$ cat src/rtl/mem_arb_pkg.sv
// rtl/mem_arb_pkg.sv - shared encodings and defaults for the Data_Memory port arbiter
package mem_arb_pkg;
  localparam int ADDR_W_DEF       = 32;
  localparam int DATA_W_DEF       = 256;
  localparam int STARVE_LIMIT_DEF = 4;

  typedef enum logic [1:0] {
    ST_IDLE = 2'd0,
    ST_BUSY = 2'd1,
    ST_DONE = 2'd2
  } arb_state_e;

  typedef enum logic [1:0] {
    OWN_NONE = 2'd0,
    OWN_D    = 2'd1,
    OWN_I    = 2'd2
  } arb_owner_e;
endpackage

$ cat src/rtl/mem_arb_pick.sv
// rtl/mem_arb_pick.sv - combinational winner select between D and I requesters
// favor_i_i carries the policy history (starvation escape or round-robin turn) from the top.
module mem_arb_pick
  import mem_arb_pkg::*;
(
  input  logic       d_req_i,
  input  logic       i_req_i,
  input  logic       favor_i_i,
  output arb_owner_e grant_o
);

  always_comb begin
    grant_o = OWN_NONE;
    if (i_req_i && (!d_req_i || favor_i_i)) begin
      grant_o = OWN_I;
    end else if (d_req_i) begin
      grant_o = OWN_D;
    end
  end

endmodule

$ cat src/rtl/mem_port_arbiter.sv
// rtl/mem_port_arbiter.sv - shares the Data_Memory port between D-cache and I-refill requesters
// Define ARB_RR_EN for strict round-robin; default is D priority with a starvation escape for I.
module mem_port_arbiter
  import mem_arb_pkg::*;
#(
  parameter int ADDR_W       = ADDR_W_DEF,
  parameter int DATA_W       = DATA_W_DEF,
  parameter int STARVE_LIMIT = STARVE_LIMIT_DEF
) (
  input  logic              clk_i,
  input  logic              rst_i,
  input  logic              d_req_i,
  input  logic              d_write_i,
  input  logic [ADDR_W-1:0] d_addr_i,
  input  logic [DATA_W-1:0] d_data_i,
  output logic              d_ack_o,
  output logic [DATA_W-1:0] d_data_o,
  input  logic              i_req_i,
  input  logic [ADDR_W-1:0] i_addr_i,
  output logic              i_ack_o,
  output logic [DATA_W-1:0] i_data_o,
  output logic              mem_enable_o,
  output logic              mem_write_o,
  output logic [ADDR_W-1:0] mem_addr_o,
  output logic [DATA_W-1:0] mem_data_o,
  input  logic              mem_ack_i,
  input  logic [DATA_W-1:0] mem_data_i,
  output logic              busy_o
);

  arb_state_e        state_q;
  arb_owner_e        owner_q;
  arb_owner_e        grant;
  logic              en_q;
  logic              wr_q;
  logic [ADDR_W-1:0] addr_q;
  logic [DATA_W-1:0] data_q;
  logic              favor_i;
  logic              grant_now;

  assign grant_now = (state_q == ST_IDLE) && (grant != OWN_NONE);

  mem_arb_pick u_pick (
    .d_req_i   (d_req_i),
    .i_req_i   (i_req_i),
    .favor_i_i (favor_i),
    .grant_o   (grant)
  );

`ifdef ARB_RR_EN
  // Reset value "last was I" makes the first tie after reset go to D.
  logic last_i_q;
  logic last_i_d;

  assign favor_i  = ~last_i_q;
  assign last_i_d = grant_now ? (grant == OWN_I) : last_i_q;

  always_ff @(posedge clk_i or negedge rst_i) begin
    if (!rst_i) last_i_q <= 1'b1;
    else        last_i_q <= last_i_d;
  end
`else
  localparam int              CNT_W   = $clog2(STARVE_LIMIT + 1);
  localparam logic [CNT_W-1:0] CNT_MAX = CNT_W'(STARVE_LIMIT);

  logic [CNT_W-1:0] starve_q;
  logic [CNT_W-1:0] starve_d;

  assign favor_i = (starve_q >= CNT_MAX);

  always_comb begin
    starve_d = starve_q;
    if (grant_now) begin
      if (grant == OWN_I) begin
        starve_d = '0;
      end else if (i_req_i && (starve_q != CNT_MAX)) begin
        starve_d = starve_q + 1'b1;
      end
    end
  end

  always_ff @(posedge clk_i or negedge rst_i) begin
    if (!rst_i) starve_q <= '0;
    else        starve_q <= starve_d;
  end
`endif

  always_ff @(posedge clk_i or negedge rst_i) begin
    if (!rst_i) begin
      state_q <= ST_IDLE;
      owner_q <= OWN_NONE;
      en_q    <= 1'b0;
      wr_q    <= 1'b0;
      addr_q  <= '0;
      data_q  <= '0;
    end else begin
      case (state_q)
        ST_IDLE: begin
          if (grant != OWN_NONE) begin
            state_q <= ST_BUSY;
            owner_q <= grant;
            en_q    <= 1'b1;
            if (grant == OWN_D) begin
              wr_q   <= d_write_i;
              addr_q <= d_addr_i;
              data_q <= d_data_i;
            end else begin
              wr_q   <= 1'b0;
              addr_q <= i_addr_i;
              data_q <= '0;
            end
          end
        end
        ST_BUSY: begin
          if (mem_ack_i) begin
            state_q <= ST_DONE;
            owner_q <= OWN_NONE;
            en_q    <= 1'b0;
          end
        end
        ST_DONE: state_q <= ST_IDLE;
        default: begin
          state_q <= ST_IDLE;
          owner_q <= OWN_NONE;
          en_q    <= 1'b0;
        end
      endcase
    end
  end

  // A requester that let go mid-transaction gets neither strobe nor data.
  logic d_route;
  logic i_route;
  assign d_route = (state_q == ST_BUSY) && (owner_q == OWN_D) && d_req_i;
  assign i_route = (state_q == ST_BUSY) && (owner_q == OWN_I) && i_req_i;

  assign d_ack_o      = mem_ack_i & d_route;
  assign i_ack_o      = mem_ack_i & i_route;
  assign d_data_o     = d_route ? mem_data_i : '0;
  assign i_data_o     = i_route ? mem_data_i : '0;
  assign mem_enable_o = en_q;
  assign mem_write_o  = wr_q;
  assign mem_addr_o   = addr_q;
  assign mem_data_o   = data_q;
  assign busy_o       = en_q;

endmodule

$ cat config.mk
export PLATFORM = sky130hd
export DESIGN_NAME = mem_port_arbiter
export DESIGN_NICKNAME = d
export VERILOG_FILES = /design/src/rtl/mem_arb_pkg.sv /design/src/rtl/mem_arb_pick.sv /design/src/rtl/mem_port_arbiter.sv
export SDC_FILE = /design/constraint.sdc
export NUM_CORES = 1
export LEC_CHECK = 0
export BUFFER_PORTS_ARGS = -buffer_cell sky130_fd_sc_hd__buf_2
export CAP_MARGIN = 20
export CORE_AREA = 2 2 544 546
export CTS_CLUSTER_DIAMETER = 80
export CTS_CLUSTER_SIZE = 40
export DETAILED_ROUTE_END_ITERATION = 7
export DIE_AREA = 0 0 546 548
export GPL_TIMING_DRIVEN = 0
export PLACE_DENSITY = 0.3
export SLEW_MARGIN = 20
export SYNTH_ARGS = -nofsm -noshare
export SYNTH_HDL_FRONTEND = slang
export SYNTH_HIERARCHICAL = 1
export SYNTH_SLANG_ARGS = --single-unit
export TNS_END_PERCENT = 30
$ cat constraint.sdc
create_clock -name clk_i -period 4.25 [get_ports clk_i]
set_input_delay 0.6375 -clock clk_i [delete_from_list [all_inputs] [get_ports clk_i]]
set_output_delay 0.6375 -clock clk_i [all_outputs]
set_load 0.01 [all_outputs]
==> impl_metrics.env, run 1 <==
export IMPL_outcome="finished, final reports clean"
export IMPL_fillers=34400
export IMPL_rsz0062_at_grt="no"
export IMPL_antenna_found_initial=210
export IMPL_synth_fp_nets=1924
export IMPL_path_class="reg2out"
export IMPL_numPortBuffers=1386
export IMPL_hold_violations=0
export IMPL_synth_top_family_by_area="simple AND/OR/NAND/NOR gates"
export IMPL_cp_slowest_cell="clkbuf_1"
export IMPL_yosys_warnings=6
export IMPL_dieHeight_um=548
export IMPL_initial_utilization_pct=4.95
export IMPL_max_slew_margin_pct=47.4
export IMPL_gr_total_overflow=0
export IMPL_cts_buffers=21
export IMPL_critPathCaptureType="output port"
export IMPL_grt_max_degree=87
export IMPL_ir_drop_mv=0.337
export IMPL_drt_initial_drc_count=1065
export IMPL_placed_cell_area_um2=26600
export IMPL_synthCells=1340
export IMPL_pwr_share_clk_pct=16.4
export IMPL_routedWlPerCell_um=29.2
export IMPL_worstSetupStartpointType="register"
export IMPL_grtUsageTotal_pct=12.6
export IMPL_synth_fa_ha_area_share_pct=0.172
export IMPL_nets=3342
export IMPL_dieArea_um2=299000
export IMPL_ant_nets=0
export IMPL_final_cell_mix="buf_2, and2_1, dfrtp_1"
export IMPL_cts_setup_buffers=0
export IMPL_tightest_slew_ps=789
export IMPL_setup_viol=0
export IMPL_drv_cap=0
export IMPL_final_max_slew_viol_count=0
export IMPL_power_per_cell_area_nw_per_um2=520
export IMPL_critPathRequiredTime_ps=3610
export IMPL_p_seq_share_pct=32.9
export IMPL_hold_slack_ps=224
export IMPL_critPathMaxStageDelay_ps=550
export IMPL_worstHoldPathType="in2reg"
export IMPL_syn_to_final_growth_pct=88.8
export IMPL_coreArea_um2=293000
export IMPL_cts_root_buf="clkbuf_16"
export IMPL_synth_top_area_share_pct=51.2
export IMPL_p_int_mw=7.40
export IMPL_cts_tree="yes"
export IMPL_rows=199
export IMPL_ys_seq_elements=297
export IMPL_drive_gt1_share_pct=53.9
export IMPL_drc=0
export IMPL_clkLatencyLatePin_ps=620
export IMPL_cts_buffer_depth=3
export IMPL_cts_num_sinks=297
export IMPL_die_x_um=546
export IMPL_critPathArrivalTime_ps=3350
export IMPL_wl_um=197000
export IMPL_via_per_inst=2.67
export IMPL_synth_compound_area_share_pct=18.4
export IMPL_worstPathCellList="nand2b_1 > nor2_4 > buf_16 > clkbuf_1 > clkbuf_1 > and2_1 > buf_2"
export IMPL_syn_avg_cell_area_um2=10.8
export IMPL_fin_area_um2=27400
export IMPL_crit_path_frequent_cell="clkbuf_1"
export IMPL_dr_pass1_iters=4
export IMPL_vias=18000
export IMPL_final_common_cell="buf_2"
export IMPL_synthSimpleGateAreaFrac_pct=22.9
export IMPL_leakage_nw=14.1
export IMPL_post_synth_top_area_cell="dfrtp_1"
export IMPL_rrSetupSlack_ps=1020
export IMPL_ctsHtreeMaxLevel=1
export IMPL_finalCritPeriodShare_pct=93.8
export IMPL_switching_share_pct=48.1
export IMPL_grt_pass1_wl_um=239000
export IMPL_muxShareOfSynthArea_pct=2.34
export IMPL_pin_count=1387
export IMPL_synth_xor_area_share_pct=0
export IMPL_net_switching_power_mw=6.86
export IMPL_final_min_clock_period_ps=3990
export IMPL_dp_hpwl_um=182000
export IMPL_grt_pass1_vias=18100
export IMPL_finalClockSkew_ps=27.3
export IMPL_syn_area_um2=14500
export IMPL_netlist_top_cells_area="dfrtp_1, and2_1, a22o_1"
export IMPL_worstPathMaxFanout=10
export IMPL_ys_types=29
export IMPL_p_comb_share_pct=50.7
export IMPL_fmax_mhz=251
export IMPL_place_congestion=0.946
export IMPL_seq_area_frac_synth_pct=51.2
export IMPL_clk_pin_slew_ps=100
[area by class of cell]
type	count	area, um2	area share (%)
Antenna cell	43	108	0.393
Inverter	8	30.0	0.110
Clock inverter	13	164	0.598
Clock buffer	25	571	2.08
Multi-Input combinational cell	906	6380	23.3
Buffer	129	701	2.56
Sequential cell	297	7430	27.1
Tap cell	3919	4900	17.9
Timing Repair Buffer	1395	7120	26.0
[power by group through the flow]
stage	sequential (mW)	combinational (mW)	clock [mW]
after detailed placement	4.79	7.59	0
after global placement	4.76	7.59	0
after CTS	4.73	7.63	2.49
after floorplan	5.05	2.28	0
final	4.69	7.23	2.34
after global routing	4.84	7.99	2.56
[flip-flops by register name, summed over array words and instances (netlist names)]
name / cells
mem_data_o: 256
mem_addr_o: 32
starve_q: 3
owner_q: 2
state_q: 2
busy_o: 1
mem_write_o: 1
[what timing repair did]
action / 4_1_cts / 5_1_grt
hold endpoints to repair: 46 / 0
hold buffers: 1 / 0
gates resized for setup: 2 / 3
endpoints found under the setup margin: 11 / 6
[kinds of logic (layout without fill, tap and decap cells)]
group / Yosys count / count (layout)
AOI/OAI and AO/OA: 335 / 335
buffers and inverters: 137 / 1570
muxes: 34 / 34
other: 0 / 43
adders and majority gates: 2 / 2
and+or+nand+nor: 535 / 535
DFF: 297 / 297
[Yosys cell counts (all sizes together)]
cell type  count
a211oi         1
a21bo          1
a21boi         2
a22o         257
a2bb2oi        2
and2         512
buf           55
clkbuf        74
dfrtp        297
ha             2
inv            8
mux2i         34
nand2          7
nand2b         4
nand3b         1
nor2           3
nor2b          2
nor3           3
nor4           1
o211ai         2
o21ai         68
o2bb2ai        1
o41ai          1
or2            2
[critical path: cells and delay by family (launching register included)]
kind                   cells  cell delay [ps]
AND/OR/NAND/NOR            3              860
flip-flops                 1              440
buffers and inverters      4             1410
[path summary, 6_finish.rpt]
check,start,endpoint,cells past startpoint
worst max-delay path,state_q[1]$_DFFE_PN0P_,i_data_o[136],7
worst min-delay path,d_data_i[150],mem_data_o[150]$_DFFE_PN0P_,2
worst max register to register,starve_q[2]$_DFFE_PN0P_,mem_data_o[101]$_DFFE_PN0P_,8
worst min register to register,mem_data_o[62]$_DFFE_PN0P_,mem_data_o[62]$_DFFE_PN0P_,1
max in group asynchronous,rst_i,mem_addr_o[20]$_DFFE_PN0P_,4
min in group asynchronous,rst_i,mem_data_o[109]$_DFFE_PN0P_,2
[routing by layer]
layer,share of wire [%],vias up,routed length (um),track usage (%)
met2,48,1433,93800,22.0
li1,-,7527,-,-
met4,3.7,22,7370,3.21
met1,35,8660,68000,12.8
met5,0.071,-,139,0
met3,14,367,27500,7.32
[through the flow]
stage / TNS (ps) / instances / setup slack, ps / power, mW / util [%]
2_1_floorplan: 0 / 1340 / 2000 / 7.34 / -
3_3_place_gp: -1807990 / 6645 / -4090 / 12.3 / 8.99
4_1_cts: 0 / 6692 / 49.1 / 14.8 / 9.31
6_report: 0 / 6735 / 263 / 14.3 / 9.35
3_5_place_dp: 0 / 6653 / 263 / 12.4 / 9.06
5_1_grt: 0 / 6698 / 27.2 / 15.4 / 9.32
Power figures use the tool's default switching activity.
==> run 2: changes to the inputs <==
--- a/config.mk
+++ b/config.mk
@@ -7,11 +7,11 @@
 export LEC_CHECK = 0
 export BUFFER_PORTS_ARGS = -buffer_cell sky130_fd_sc_hd__buf_2
 export CAP_MARGIN = 20
-export CORE_AREA = 2 2 544 546
+export CORE_AREA = 2 2 537 539
 export CTS_CLUSTER_DIAMETER = 80
 export CTS_CLUSTER_SIZE = 40
 export DETAILED_ROUTE_END_ITERATION = 7
-export DIE_AREA = 0 0 546 548
+export DIE_AREA = 0 0 539 541
 export GPL_TIMING_DRIVEN = 0
 export PLACE_DENSITY = 0.3
 export SLEW_MARGIN = 20
==> run 2 against run 1 <==
Effect of this change: sequential cell count unchanged; power decreased by 0.31%; global-route usage increased by 0.29 points; combinational power decreased by 4.7%; die area decreased by 2.5%; setup slack got worse by 13 ps; critical path type unchanged.
==> impl_metrics.env, run 2 (synthesized netlist as in run 1, its figures left out) <==
export IMPL_grt_pass1_vias=18200
export IMPL_rrSetupSlack_ps=970
export IMPL_worstHoldPathType="in2reg"
export IMPL_syn_to_final_growth_pct=88.1
export IMPL_pin_count=1387
export IMPL_final_cell_mix="buf_2, and2_1, dfrtp_1"
export IMPL_antenna_found_initial=234
export IMPL_tightest_slew_ps=1080
export IMPL_setup_viol=0
export IMPL_die_x_um=539
export IMPL_crit_reg2reg_launch="starve_q[2]$_DFFE_PN0P_"
export IMPL_fin_area_um2=27300
export IMPL_cts_buffers=23
export IMPL_critPathRequiredTime_ps=3610
export IMPL_clkLatencyLatePin_ps=640
export IMPL_grt_max_degree=82
export IMPL_grtUsageTotal_pct=12.9
export IMPL_rows=197
export IMPL_fmax_mhz=250
export IMPL_clk_pin_slew_ps=110
export IMPL_critPathArrivalTime_ps=3360
export IMPL_dr_pass1_iters=4
export IMPL_fillers=33700
export IMPL_drc=0
export IMPL_crit_cells=8
export IMPL_outcome="finished, final reports clean"
export IMPL_wl_um=197000
export IMPL_worstPathMaxFanout=10
export IMPL_max_slew_margin_pct=28.3
export IMPL_placed_cell_area_um2=26300
export IMPL_final_min_clock_period_ps=4000
export IMPL_rsz0062_at_grt="no"
export IMPL_finalCritPeriodShare_pct=94.1
export IMPL_largest_register_ffs=256
export IMPL_cts_buffer_depth=3
export IMPL_finalClockSkew_ps=61.9
export IMPL_critPathMaxStageDelay_ps=440
export IMPL_dp_hpwl_um=181000
export IMPL_via_per_inst=2.75
export IMPL_setup_slack_ps=250
export IMPL_nets=3343
export IMPL_gr_total_overflow=0
export IMPL_crit_path_frequent_cell="buf_2"
export IMPL_dieHeight_um=541
export IMPL_cp_endpoint="d_data_o[229]"
export IMPL_vias=18100
export IMPL_hold_slack_ps=195
export IMPL_ant_nets=0
export IMPL_cts_num_sinks=297
export IMPL_r2r_cells=8
export IMPL_drive_gt1_share_pct=54.0
export IMPL_final_max_slew_viol_count=0
export IMPL_coreArea_um2=286000
export IMPL_worstPathCellList="nand2b_1 > nor3_4 > buf_6 > buf_6 > buf_2 > buf_2 > and2_1 > buf_2"
export IMPL_cp_num_buf_inv=5
export IMPL_post_place_ws_ps=-29.1
export IMPL_drt_initial_drc_count=920
export IMPL_initial_utilization_pct=5.07
export IMPL_rr_endpoint="mem_data_o[101]$_DFFE_PN0P_"
export IMPL_drv_cap=0
export IMPL_p_total_mw=14.2
export IMPL_numPortBuffers=1386
export IMPL_ctsHtreeMaxLevel=1
export IMPL_worstSetupStartpointType="register"
export IMPL_ir_drop_mv=0.271
export IMPL_critPathLaunch="state_q[1]$_DFFE_PN0P_"
export IMPL_critPathCaptureType="output port"
export IMPL_cp_top_family="buffers and inverters"
export IMPL_path_class="reg2out"
export IMPL_grt_pass1_wl_um=240000
export IMPL_power_per_cell_area_nw_per_um2=520
export IMPL_dieArea_um2=292000
export IMPL_cp_slowest_cell="dfrtp_1"
export IMPL_fin_tns_setup_ps=0
export IMPL_routedWlPerCell_um=29.9
export IMPL_place_congestion=0.949
export IMPL_cts_root_buf="clkbuf_16"
export IMPL_leakage_nw=14.2
export IMPL_final_common_cell="buf_2"
export IMPL_hold_violations=0
export IMPL_cts_tree="yes"
run 2: worst min-delay path by stage:
stage | start | end | slack, ps | cells past startpoint
2_1_floorplan | rst_i | busy_o$_DFFE_PN0P_ | 340 | 0
5_1_grt | d_data_i[173] | mem_data_o[173]$_DFFE_PN0P_ | 140 | 2
4_1_cts | d_data_i[200] | mem_data_o[200]$_DFFE_PN0P_ | 110 | 2
3_3_place_gp | mem_data_o[180]$_DFFE_PN0P_ | mem_data_o[180]$_DFFE_PN0P_ | 480 | 1
6_report | d_data_i[178] | mem_data_o[178]$_DFFE_PN0P_ | 200 | 2
3_5_place_dp | mem_data_o[115]$_DFFE_PN0P_ | mem_data_o[115]$_DFFE_PN0P_ | 490 | 1
run 2: power breakdown:
part           switching (mW)  internal (mW)  total, mW
combinational            4.45           2.44       6.89
clock                    1.39           1.21       2.61
sequential              0.795           3.92       4.72
run 2: per-stage QoR:
step           std cells  utilization, %
2_1_floorplan       1340               -
3_3_place_gp        6507            9.14
3_5_place_dp        6513            9.20
4_1_cts             6556            9.50
5_1_grt             6565            9.51
6_report            6592            9.54
run 2: final cells by class:
class	instances	area, um2	area share [%]
antenna	36	90.1	0.330
buffer	129	701	2.57
clock buffer	26	597	2.19
clock inverter	15	241	0.884
inverter	8	30.0	0.110
multi-input combinational	906	6390	23.4
sequential	297	7430	27.2
tap	3781	4730	17.3
timing repair buffer	1394	7100	26.0
run 2: timing repair:
item                       CTS  global route
buffers inserted             1             0
gates cloned                 0             0
hold buffers                 1             0
setup endpoints to repair  102             2
resized for setup            5             3
pin swaps                    1             0
hold endpoints to repair    66             0
run 2: worst register-to-register path: cells and delay by family, from the launching register on:
kind / cells / cell delay, ps
and+or+nand+nor: 1 / 500
AOI/OAI and AO/OA: 2 / 690
DFF: 1 / 430
buffers and inverters: 5 / 1570
run 2: per-layer routing:
| layer | vias to the layer above | wire length (um) | part of all wire [%] | GRT usage, % |
|---|---|---|---|---|
| li1 | 7507 | - | - | - |
| met1 | 8746 | 74600 | 38 | 14.5 |
| met2 | 1471 | 97800 | 50 | 23.5 |
| met3 | 356 | 18400 | 9.3 | 4.39 |
| met4 | 16 | 5980 | 3.0 | 2.60 |
| met5 | - | 103 | 0.052 | 0 |
==> run 3: changes to the inputs <==
==> constraint.sdc (replaced) <==
create_clock -name clk_i -period 4.25 [get_ports clk_i]
set_input_delay 1.275 -clock clk_i [delete_from_list [all_inputs] [get_ports clk_i]]
set_output_delay 1.275 -clock clk_i [all_outputs]
set_load 0.01 [all_outputs]
==> run 3 against run 2 <==
Effect of this change: sequential share of layout area decreased by 0.11 points; wire length hardly changed; hold slack better by 310 ps; non-clock buffer count did not move; critical path depth did not move; sequential cell count unchanged; first-iteration DRC count up 3.9%; setup slack lost 220 ps; largest cell class unchanged.
==> impl_metrics.env, run 3 (synthesized netlist as in run 1, its figures left out) <==
export IMPL_rr_endpoint="mem_data_o[101]$_DFFE_PN0P_"
export IMPL_power_per_cell_area_nw_per_um2=519
export IMPL_critPathCaptureType="output port"
export IMPL_dp_hpwl_um=181000
export IMPL_dieArea_um2=292000
export IMPL_outcome="finished, final reports clean"
export IMPL_path_class="in2out"
export IMPL_pwr_share_clk_pct=18.3
export IMPL_worstSetupStartpointType="primary input"
export IMPL_syn_to_final_growth_pct=88.9
export IMPL_pin_count=1387
export IMPL_rows=197
export IMPL_nets=3343
export IMPL_place_congestion=0.949
export IMPL_p_seq_share_pct=33.1
export IMPL_setup_slack_ps=34.0
export IMPL_dieHeight_um=541
export IMPL_antenna_found_initial=233
export IMPL_grt_pass1_wl_um=240000
export IMPL_cts_tree="yes"
export IMPL_dp_cells=6513
export IMPL_drt_initial_drc_count=956
export IMPL_dr_pass1_iters=5
export IMPL_drv_cap=0
export IMPL_rsz0062_at_grt="yes"
export IMPL_routedWlPerCell_um=29.8
export IMPL_wl_met3_um=18800
export IMPL_drc=0
export IMPL_cts_root_buf="clkbuf_16"
export IMPL_r2r_cells=8
export IMPL_grt_max_degree=82
export IMPL_hold_violations=0
export IMPL_clkLatencyLatePin_ps=640
export IMPL_worstPathMaxFanout=10
export IMPL_leakage_nw=14.3
export IMPL_net_switching_power_mw=6.64
export IMPL_gr_total_overflow=0
export IMPL_final_common_cell="buf_2"
export IMPL_initial_utilization_pct=5.07
export IMPL_ir_drop_mv=0.271
export IMPL_vias=18000
export IMPL_fin_tns_setup_ps=0
export IMPL_coreArea_um2=286000
export IMPL_post_place_ws_ps=-1300
export IMPL_cts_buffer_depth=3
export IMPL_final_cell_mix="buf_2, and2_1, dfrtp_1"
export IMPL_worstHoldStart="mem_data_o[47]$_DFFE_PN0P_"
export IMPL_p_total_mw=14.2
export IMPL_clk_pin_slew_ps=80
export IMPL_wl_um=197000
export IMPL_die_x_um=539
export IMPL_worstHoldPathType="reg2reg"
export IMPL_critPathRequiredTime_ps=2970
export IMPL_crit_reg2reg_launch="starve_q[2]$_DFFE_PN0P_"
export IMPL_numPortBuffers=1386
export IMPL_ant_nets=0
export IMPL_cts_buffers=23
export IMPL_finalClockSkew_ps=62.0
export IMPL_p_comb_share_pct=48.6
export IMPL_p_int_mw=7.60
export IMPL_fmax_mhz=237
export IMPL_finalCritPeriodShare_pct=99.2
export IMPL_switching_share_pct=46.6
export IMPL_hold_end="mem_data_o[47]$_DFFE_PN0P_"
export IMPL_cts_num_sinks=297
export IMPL_critPathArrivalTime_ps=2940
export IMPL_wl_met2_um=97900
export IMPL_drive_gt1_share_pct=55.5
export IMPL_final_min_clock_period_ps=4220
export IMPL_routed_top_layer="met5"
export IMPL_max_slew_margin_pct=44.5
export IMPL_cts_hold_buf=0
export IMPL_tightest_slew_ps=833
export IMPL_via_per_inst=2.73
export IMPL_rrSetupSlack_ps=960
export IMPL_drt_met1_wl_um=74200
export IMPL_setup_viol=0
export IMPL_grt_pass1_vias=18200
export IMPL_hold_path_depth=1
export IMPL_fin_util_pct=9.57
export IMPL_largest_register_ffs=256
export IMPL_grtUsageTotal_pct=12.9
export IMPL_final_max_slew_viol_count=0
export IMPL_ctsHtreeMaxLevel=1
export IMPL_fin_cells=6595
[run 3: metal layers]
layer  global-route usage [%]  vias to the layer above
li1                         -                     7512
met1                     14.5                     8681
met2                     23.5                     1464
met3                     4.40                      354
met4                     2.53                       16
met5                        0                        -
[run 3: critical path, stage by stage]
cell	delay, ps
buf_2	130
nand3b_1	160
nor2_4	170
buf_12	170
clkbuf_4	260
clkbuf_1	360
and2_1	240
buf_2	150
[run 3: layout make-up]
cell class,instances,area [um2]
fillers,33700,259000
flip-flops and latches,297,7430
repair buffers,1394,7100
multi-input cells,906,6390
well taps,3781,4730
plain buffers,129,805
clock buffers,26,597
clock inverters,15,241
diodes,39,97.6
inverters,8,30.0
[run 3: power groups by stage]
stage,Combinational [mW],Clock (mW),Sequential [mW]
floorplan,2.28,0,5.05
global placement,7.16,0,4.78
detailed placement,7.15,0,4.82
CTS,7.22,2.76,4.77
global route,7.52,2.83,4.86
finish,6.91,2.61,4.72
[run 3: repair_timing]
item / CTS / global route
endpoints found under the setup margin: 509 / 74
resized for setup: 55 / 21
hold endpoints to repair: 0 / 0
pin swaps: 2 / 0
setup buffers: 2 / 0
[run 3: worst max-delay path by stage]
stage / start / endpoint / slack (ps) / cells after the start
detailed placement: d_req_i / d_data_o[229] / -1300 / 9
floorplan: d_req_i / d_data_o[215] / 760 / 5
finish: i_req_i / i_data_o[125] / 30 / 8
global route: i_req_i / i_data_o[133] / -70 / 8
CTS: d_req_i / d_data_o[143] / -0.3 / 9
global placement: rst_i / mem_data_o[35]$_DFFE_PN0P_ / -4910 / 1
[run 3: stage by stage]
step / area [um2] / hold WS [ps]
final: 27400 / 503
after global routing: 27300 / 521
after CTS: 27300 / 511
after detailed placement: 26300 / 486
after global placement: 26200 / 483
after floorplan: 14500 / 516
